`src/rtl/cpu_isa_pkg.sv`:
```
// Shared ISA definitions for the fetch/issue stage and the control decoder:
// opcode/function encodings, instruction field positions, fetch FSM states.
package cpu_isa_pkg;

  localparam logic [5:0] OP_RTYPE = 6'b111111;
  localparam logic [5:0] OP_HALT  = 6'b000000;

  localparam logic [5:0] FN_ADD = 6'b100000;
  localparam logic [5:0] FN_SUB = 6'b100010;
  localparam logic [5:0] FN_AND = 6'b100100;
  localparam logic [5:0] FN_OR  = 6'b100101;
  localparam logic [5:0] FN_SLL = 6'b000000;
  localparam logic [5:0] FN_SRL = 6'b000001;

  localparam int OPC_MSB = 31;
  localparam int OPC_LSB = 26;
  localparam int RS_MSB  = 25;
  localparam int RS_LSB  = 21;
  localparam int RT_MSB  = 20;
  localparam int RT_LSB  = 16;
  localparam int RD_MSB  = 15;
  localparam int RD_LSB  = 11;
  localparam int SH_MSB  = 10;
  localparam int SH_LSB  = 6;
  localparam int FN_MSB  = 5;
  localparam int FN_LSB  = 0;

  // state    | meaning
  // ST_IDLE  | quiet, memory loadable, waiting for start
  // ST_FETCH | reading mem[pc] into the instruction register
  // ST_ISSUE | presenting the fields (or detecting HALT)
  // ST_DONE  | program finished, memory loadable, restartable
  typedef enum logic [1:0] {
    ST_IDLE  = 2'd0,
    ST_FETCH = 2'd1,
    ST_ISSUE = 2'd2,
    ST_DONE  = 2'd3
  } fetch_state_t;

endpackage

```
`src/rtl/instr_fetch_issue_if.sv`:
```
// Load port, start, and the instruction handshake towards the decoder.
// master = the fetch/issue unit, slave = the side driving loads/ready.
interface instr_fetch_issue_if #(
  parameter int ADDR_W = 5
);
  logic              load_en;
  logic [ADDR_W-1:0] load_addr;
  logic [31:0]       load_data;
  logic              start;
  logic              instr_ready;
  logic              instr_valid;
  logic [5:0]        opcode;
  logic [4:0]        rs;
  logic [4:0]        rt;
  logic [4:0]        rd;
  logic [4:0]        shamt;
  logic [5:0]        fn_code;
  logic [ADDR_W-1:0] pc;
  logic              busy;
  logic              done;
  logic [7:0]        issue_count;

  modport master (
    input  load_en, load_addr, load_data, start, instr_ready,
    output instr_valid, opcode, rs, rt, rd, shamt, fn_code,
           pc, busy, done, issue_count
  );

  modport slave (
    output load_en, load_addr, load_data, start, instr_ready,
    input  instr_valid, opcode, rs, rt, rd, shamt, fn_code,
           pc, busy, done, issue_count
  );
endinterface

```
`src/rtl/imem_sync.sv`:
```
// Instruction memory: one write port, registered read. The read register
// doubles as the instruction register, so it is reset while the array is not.
module imem_sync #(
  parameter int IMEM_DEPTH = 32,
  parameter int ADDR_W     = 5
) (
  input  logic              clk,
  input  logic              rst_n,
  input  logic              i_we,
  input  logic [ADDR_W-1:0] i_waddr,
  input  logic [31:0]       i_wdata,
  input  logic              i_re,
  input  logic [ADDR_W-1:0] i_raddr,
  output logic [31:0]       o_rdata
);

  logic [31:0] r_mem [IMEM_DEPTH];
  logic [31:0] r_rdata;

  // Array write; contents deliberately survive reset.
  always_ff @(posedge clk) begin
    if (i_we) r_mem[i_waddr] <= i_wdata;
  end

  // Registered read, loaded only when the fetch FSM asks for it.
  always_ff @(posedge clk) begin
    if (!rst_n)    r_rdata <= '0;
    else if (i_re) r_rdata <= r_mem[i_raddr];
  end

  assign o_rdata = r_rdata;

endmodule

```
`src/rtl/instr_fetch_issue.sv`:
```
// Fetch/issue front end: steps pc through the instruction memory, splits each
// word into fields and hands them to the decoder with valid/ready.
// ADDR_W must equal clog2(IMEM_DEPTH).
module instr_fetch_issue
  import cpu_isa_pkg::*;
#(
  parameter int IMEM_DEPTH = 32,
  parameter int ADDR_W     = 5
) (
  input  logic                clk,
  input  logic                rst_n,
  instr_fetch_issue_if.master bus
);

  fetch_state_t      r_state;
  fetch_state_t      w_state_nxt;
  logic [ADDR_W-1:0] r_pc;
  logic [7:0]        r_issue_count;
  logic [31:0]       w_instr;
  logic              w_loadable;
  logic              w_we;
  logic              w_start;
  logic              w_fetch;
  logic              w_is_halt;
  logic              w_valid;
  logic              w_accept;
  logic              w_last;

  // Loads and start only count in the two resting states.
  assign w_loadable = (r_state == ST_IDLE) || (r_state == ST_DONE);
  assign w_we       = bus.load_en && w_loadable;
  assign w_start    = bus.start && w_loadable;
  assign w_fetch    = (r_state == ST_FETCH);
  assign w_is_halt  = (w_instr[OPC_MSB:OPC_LSB] == OP_HALT);
  assign w_valid    = (r_state == ST_ISSUE) && !w_is_halt;
  assign w_accept   = w_valid && bus.instr_ready;
  assign w_last     = (r_pc == ADDR_W'(IMEM_DEPTH - 1));

  imem_sync #(
    .IMEM_DEPTH(IMEM_DEPTH),
    .ADDR_W    (ADDR_W)
  ) u_imem (
    .clk    (clk),
    .rst_n  (rst_n),
    .i_we   (w_we),
    .i_waddr(bus.load_addr),
    .i_wdata(bus.load_data),
    .i_re   (w_fetch),
    .i_raddr(r_pc),
    .o_rdata(w_instr)
  );

  // State register.
  always_ff @(posedge clk) begin
    if (!rst_n) r_state <= ST_IDLE;
    else        r_state <= w_state_nxt;
  end

  // Next-state logic; HALT leaves pc on the HALT word, last word does not wrap.
  always_comb begin
    w_state_nxt = r_state;
    case (r_state)
      ST_IDLE, ST_DONE: if (w_start) w_state_nxt = ST_FETCH;
      ST_FETCH:         w_state_nxt = ST_ISSUE;
      ST_ISSUE: begin
        if (w_is_halt)     w_state_nxt = ST_DONE;
        else if (w_accept) w_state_nxt = w_last ? ST_DONE : ST_FETCH;
      end
      default:          w_state_nxt = ST_IDLE;
    endcase
  end

  // Program counter and saturating count of accepted instructions.
  always_ff @(posedge clk) begin
    if (!rst_n) begin
      r_pc          <= '0;
      r_issue_count <= '0;
    end else if (w_start) begin
      r_pc          <= '0;
      r_issue_count <= '0;
    end else if (w_accept) begin
      if (!w_last)                 r_pc <= r_pc + ADDR_W'(1);
      if (r_issue_count != 8'hFF)  r_issue_count <= r_issue_count + 8'd1;
    end
  end

  assign bus.instr_valid = w_valid;
  assign bus.opcode      = w_instr[OPC_MSB:OPC_LSB];
  assign bus.rs          = w_instr[RS_MSB:RS_LSB];
  assign bus.rt          = w_instr[RT_MSB:RT_LSB];
  assign bus.rd          = w_instr[RD_MSB:RD_LSB];
  assign bus.shamt       = w_instr[SH_MSB:SH_LSB];
  assign bus.fn_code     = w_instr[FN_MSB:FN_LSB];
  assign bus.pc          = r_pc;
  assign bus.busy        = (r_state == ST_FETCH) || (r_state == ST_ISSUE);
  assign bus.done        = (r_state == ST_DONE);
  assign bus.issue_count = r_issue_count;

endmodule

```
`src/flat_wrapper.sv`:
```
// flat-port wrapper written by rule: the top's interface ports become plain ports
module instr_fetch_issue_flat import cpu_isa_pkg::*;
#(
  parameter int IMEM_DEPTH = 32,
  parameter int ADDR_W     = 5
)
  (clk, rst_n, bus_load_en, bus_load_addr, bus_load_data, bus_start, bus_instr_ready, bus_instr_valid, bus_opcode, bus_rs, bus_rt, bus_rd, bus_shamt, bus_fn_code, bus_pc, bus_busy, bus_done, bus_issue_count);
  instr_fetch_issue_if #(.ADDR_W(ADDR_W)) bus_i ();
  input  logic clk;
  input  logic rst_n;
  input wire logic [$bits(bus_i.load_en)-1:0] bus_load_en;
  input wire logic [$bits(bus_i.load_addr)-1:0] bus_load_addr;
  input wire logic [$bits(bus_i.load_data)-1:0] bus_load_data;
  input wire logic [$bits(bus_i.start)-1:0] bus_start;
  input wire logic [$bits(bus_i.instr_ready)-1:0] bus_instr_ready;
  output wire logic [$bits(bus_i.instr_valid)-1:0] bus_instr_valid;
  output wire logic [$bits(bus_i.opcode)-1:0] bus_opcode;
  output wire logic [$bits(bus_i.rs)-1:0] bus_rs;
  output wire logic [$bits(bus_i.rt)-1:0] bus_rt;
  output wire logic [$bits(bus_i.rd)-1:0] bus_rd;
  output wire logic [$bits(bus_i.shamt)-1:0] bus_shamt;
  output wire logic [$bits(bus_i.fn_code)-1:0] bus_fn_code;
  output wire logic [$bits(bus_i.pc)-1:0] bus_pc;
  output wire logic [$bits(bus_i.busy)-1:0] bus_busy;
  output wire logic [$bits(bus_i.done)-1:0] bus_done;
  output wire logic [$bits(bus_i.issue_count)-1:0] bus_issue_count;
  assign bus_i.load_en = bus_load_en;
  assign bus_i.load_addr = bus_load_addr;
  assign bus_i.load_data = bus_load_data;
  assign bus_i.start = bus_start;
  assign bus_i.instr_ready = bus_instr_ready;
  assign bus_instr_valid = bus_i.instr_valid;
  assign bus_opcode = bus_i.opcode;
  assign bus_rs = bus_i.rs;
  assign bus_rt = bus_i.rt;
  assign bus_rd = bus_i.rd;
  assign bus_shamt = bus_i.shamt;
  assign bus_fn_code = bus_i.fn_code;
  assign bus_pc = bus_i.pc;
  assign bus_busy = bus_i.busy;
  assign bus_done = bus_i.done;
  assign bus_issue_count = bus_i.issue_count;
  instr_fetch_issue #(.IMEM_DEPTH(IMEM_DEPTH), .ADDR_W(ADDR_W)) u_core (.clk(clk), .rst_n(rst_n), .bus(bus_i));
endmodule
```
`config.mk`:
```
export PLATFORM = sky130hd
export DESIGN_NAME = instr_fetch_issue_flat
export DESIGN_NICKNAME = d
export VERILOG_FILES = /design/src/rtl/cpu_isa_pkg.sv /design/src/rtl/instr_fetch_issue_if.sv /design/src/rtl/imem_sync.sv /design/src/rtl/instr_fetch_issue.sv /design/src/flat_wrapper.sv
export SDC_FILE = /design/constraint.sdc
export NUM_CORES = 1
export LEC_CHECK = 0
export CAP_MARGIN = 20
export CORE_MARGIN = 1
export CORE_UTILIZATION = 37
export DETAILED_ROUTE_END_ITERATION = 12
export PLACE_DENSITY = 0.56
export SETUP_SLACK_MARGIN = 0.02
export SKIP_LAST_GASP = 1
export SLEW_MARGIN = 20
export SYNTH_ARGS = -nofsm -noshare
export SYNTH_HDL_FRONTEND = slang
export SYNTH_SLANG_ARGS = --single-unit
```
`constraint.sdc`:
```
create_clock -name clk -period 3.2 [get_ports clk]
set_input_delay 0.8 -clock clk [delete_from_list [all_inputs] [get_ports clk]]
set_output_delay 0.8 -clock clk [all_outputs]
set_load 0.01 [all_outputs]
```
==> results.json <==
{
  "fmax_ghz": 0.3315,
  "critPathTopFamily": "buffers and inverters",
  "timing.final.crit_period_ns": 3.016,
  "yosysTopAreaCell": "edfxtp_1",
  "place_congestion": 0.9036,
  "core-area_um2": 111300,
  "cts_tree": "done",
  "p_leak_uw": 0.01470,
  "setup_viol": 0,
  "critical_path_class": "reg -> out",
  "crit_path_top_delay_cell": "clkdlybuf4s50_1",
  "die_w_um": 338.1,
  "dieArea_um2": 114300,
  "grt_start_max_net_pins": 65,
  "cap_viol_max_count": 0,
  "antenna_found_initial": 11,
  "ios": 90,
  "areaGrowthSynthToFinish_pct": 17.80,
  "route.detailed.drc": 0,
  "cp_common_cell": "inv_1",
  "holdBufCountCts": 0,
  "async_reset_ff_share_pct": 0,
  "skew_ns": 0.02560,
  "crit_chain": "inv_1 > ha_2 > inv_1 > clkdlybuf4s50_1",
  "crit_buf_inv": 3,
  "setup_tns_ns": 0,
  "synth_top_area_share_pct": 73.58,
  "min_path_cells": 2,
  "rows": 122,
  "gr-usage-all-layers_pct": 18.99,
  "clkTransAtPathRegs_ns": 0.06,
  "status": "completed",
  "ctsRootBufferMaster": "clkbuf_16",
  "initial_core_util_pct": 37.55,
  "yosysWarnings": 0,
  "worstSetupStartpointType": "flip-flop",
  "fin_crit_sh_pct": 94.26,
  "routedWlPerCell_um": 26.60,
  "grt_pass1_vias": 21930,
  "cts.sinks": 1071,
  "yosysSeqAreaShare_pct": 75.83,
  "slew_violations": 0,
  "vias_per_cell": 5.405,
  "relSlewSlack_pct": 28.18,
  "cts_buffers": 106,
  "hpwl_um": 67230,
  "finish.utilization_pct": 44.24,
  "cts_max_path_buffers": 3,
  "synth_cell_types": 48,
  "drt_pass1_iterations": 6,
  "rsz0062_at_grt": "no",
  "peakVddDrop_mv": 0.4326,
  "die_y_um": 338.1,
  "synth_area_leaders": "edfxtp_1 74%, mux2i_1 9.2%, mux4_2 3.4%",
  "drtAntennaViolNets": 0,
  "synth_top_flop_cell": "edfxtp_1",
  "synth-seq-cells": 1071,
  "final_common_cell": "edfxtp_1",
  "syn-num-nets": 2321,
  "syn_area_um2": 41790,
  "path_depth": 4,
  "drt_iter0_drc": 2431,
  "syn_area_per_cell_um2": 18.39,
  "grt_first_pass_wirelength_um": 155200,
  "cts_htree_levels": 3,
  "cp.required_ns": 2.40,
  "mostFrequentLayoutCells": "1024 x edfxtp_1, 384 x mux2i_1, 120 x buf_4, 107 x clkbuf_16, 99 x a211oi_1",
  "insertion_delay_ns": 0.69,
  "grt-ovfl-total": 0,
  "p_per_area_nw_per_um2": 594.0,
  "endpoint_kind": "output port",
  "hp-class": "reg -> reg",
  "drive_gt1_share_pct": 17.04,
  "synth_edf_count": 1024,
  "num_vias": 22010,
  "r2r_cells": 6,
  "port_buffers": 89,
  "syn_inst": 2273,
  "slowest_delay_ns": 0.55,
  "finalHoldViolCount": 0,
  "wirelength_um": 108300,
  "fin_nets": 2541,
  "critical_path_arrival_ns": 2.22,
  "crit_fanout": 4,
  "worst_pin_slew_ns": 1.075
}
per-stage QoR:
stage          cell area [um2]  power [uW]  worst slack (ns)  hold slack (ns)  instances
2_1_floorplan            41790       16310           0.06135           0.4764       2273
3_3_place_gp             45720       17110            0.3576           0.4951       3873
3_5_place_dp             45720       17130            0.3105           0.5410       3873
4_1_cts                  49210       29460         -0.003150           0.5582       4070
5_1_grt                  49220       30070           0.06072           0.5822       4070
6_report                 49230       29240            0.1838           0.5579       4072
where the power goes:
group / internal (uW) / switching [uW]
logic: 386 / 823
clock network: 7070 / 5330
registers: 15500 / 127
final cells by class:
cell class	instances	area (um2)
timing repair buffer	248	2570
clock inverter	67	693.2
sequential	1071	31700
inverter	6	22.52
tap	1488	1862
antenna	2	5.005
fill	9517	62050
multi-input combinational	1060	9579
clock buffer	130	2794
registers in the layout, indices dropped and copies added (netlist names):
name / flops
u_core.bus.pc: 5
u_core.bus.issue_count: 8
u_core.u_imem.r_mem: 1024
u_core.r_state: 2
u_core.u_imem.o_rdata: 32
path summary, 6_finish.rpt:
check	start	end	slack, ns
setup / recovery	u_core.r_state[0]	bus_busy	0.18
setup reg to reg	u_core.bus.pc[2]	u_core.u_imem.o_rdata[23]	0.48
hold / removal	u_core.u_imem.o_rdata[18]	u_core.u_imem.o_rdata[18]	0.56
hold reg to reg	u_core.u_imem.o_rdata[18]	u_core.u_imem.o_rdata[18]	0.56
cell usage after synthesis (all sizes together) (2+ instances only):
cell    instances
and2            3
a211oi         99
nand3b          3
nor2           82
nand2          76
inv             6
edfxtp       1024
mux4           64
a32o            2
a22oi          96
mux2i         384
a21oi          36
or3             3
buf            89
a221oi         32
nand4           2
or2             2
nor3            5
clkbuf         47
xnor2           8
a32oi          30
ha              6
nor2b          40
a2111o         30
dfxtp          47
or3b            2
o21ai           6
nand3          37
tightest hold or removal path, cell delays in order, from the launching register on:
cell and delay, ns:
dfxtp_1 0.37, a32oi_1 0.07, nand3_1 0.08
cells by family (layout without fill, tap and decap cells):
| group | after synthesis | after routing | share of synthesized area (%) |
|---|---|---|---|
| adder cells (fa/ha/maj) | 6 | 6 | 0.1796 |
| AO/OA/AOI/OAI | 337 | 337 | 6.284 |
| other | 0 | 2 | 0 |
| multiplexers | 448 | 448 | 12.65 |
| flip-flops | 1071 | 1071 | 75.83 |
| AND/OR/NAND/NOR | 261 | 261 | 2.883 |
| XOR/XNOR | 8 | 8 | 0.1677 |
| buffers and inverters | 142 | 451 | 2.006 |
what timing repair did:
item                       in CTS  in global routing
pin swaps                       0                  0
setup endpoints to repair       2                  1
resized for setup               4                  2
buffers inserted                0                  0
per-layer routing:
| metal | share of wire (%) | track usage (%) |
|---|---|---|
| met1 | 44 | 27.05 |
| met5 | 0.069 | 0 |
| met4 | 1.6 | 4.631 |
| met2 | 47 | 29.98 |
| met3 | 7.2 | 3.644 |
Note: power is estimated with default switching activity, not from simulation.
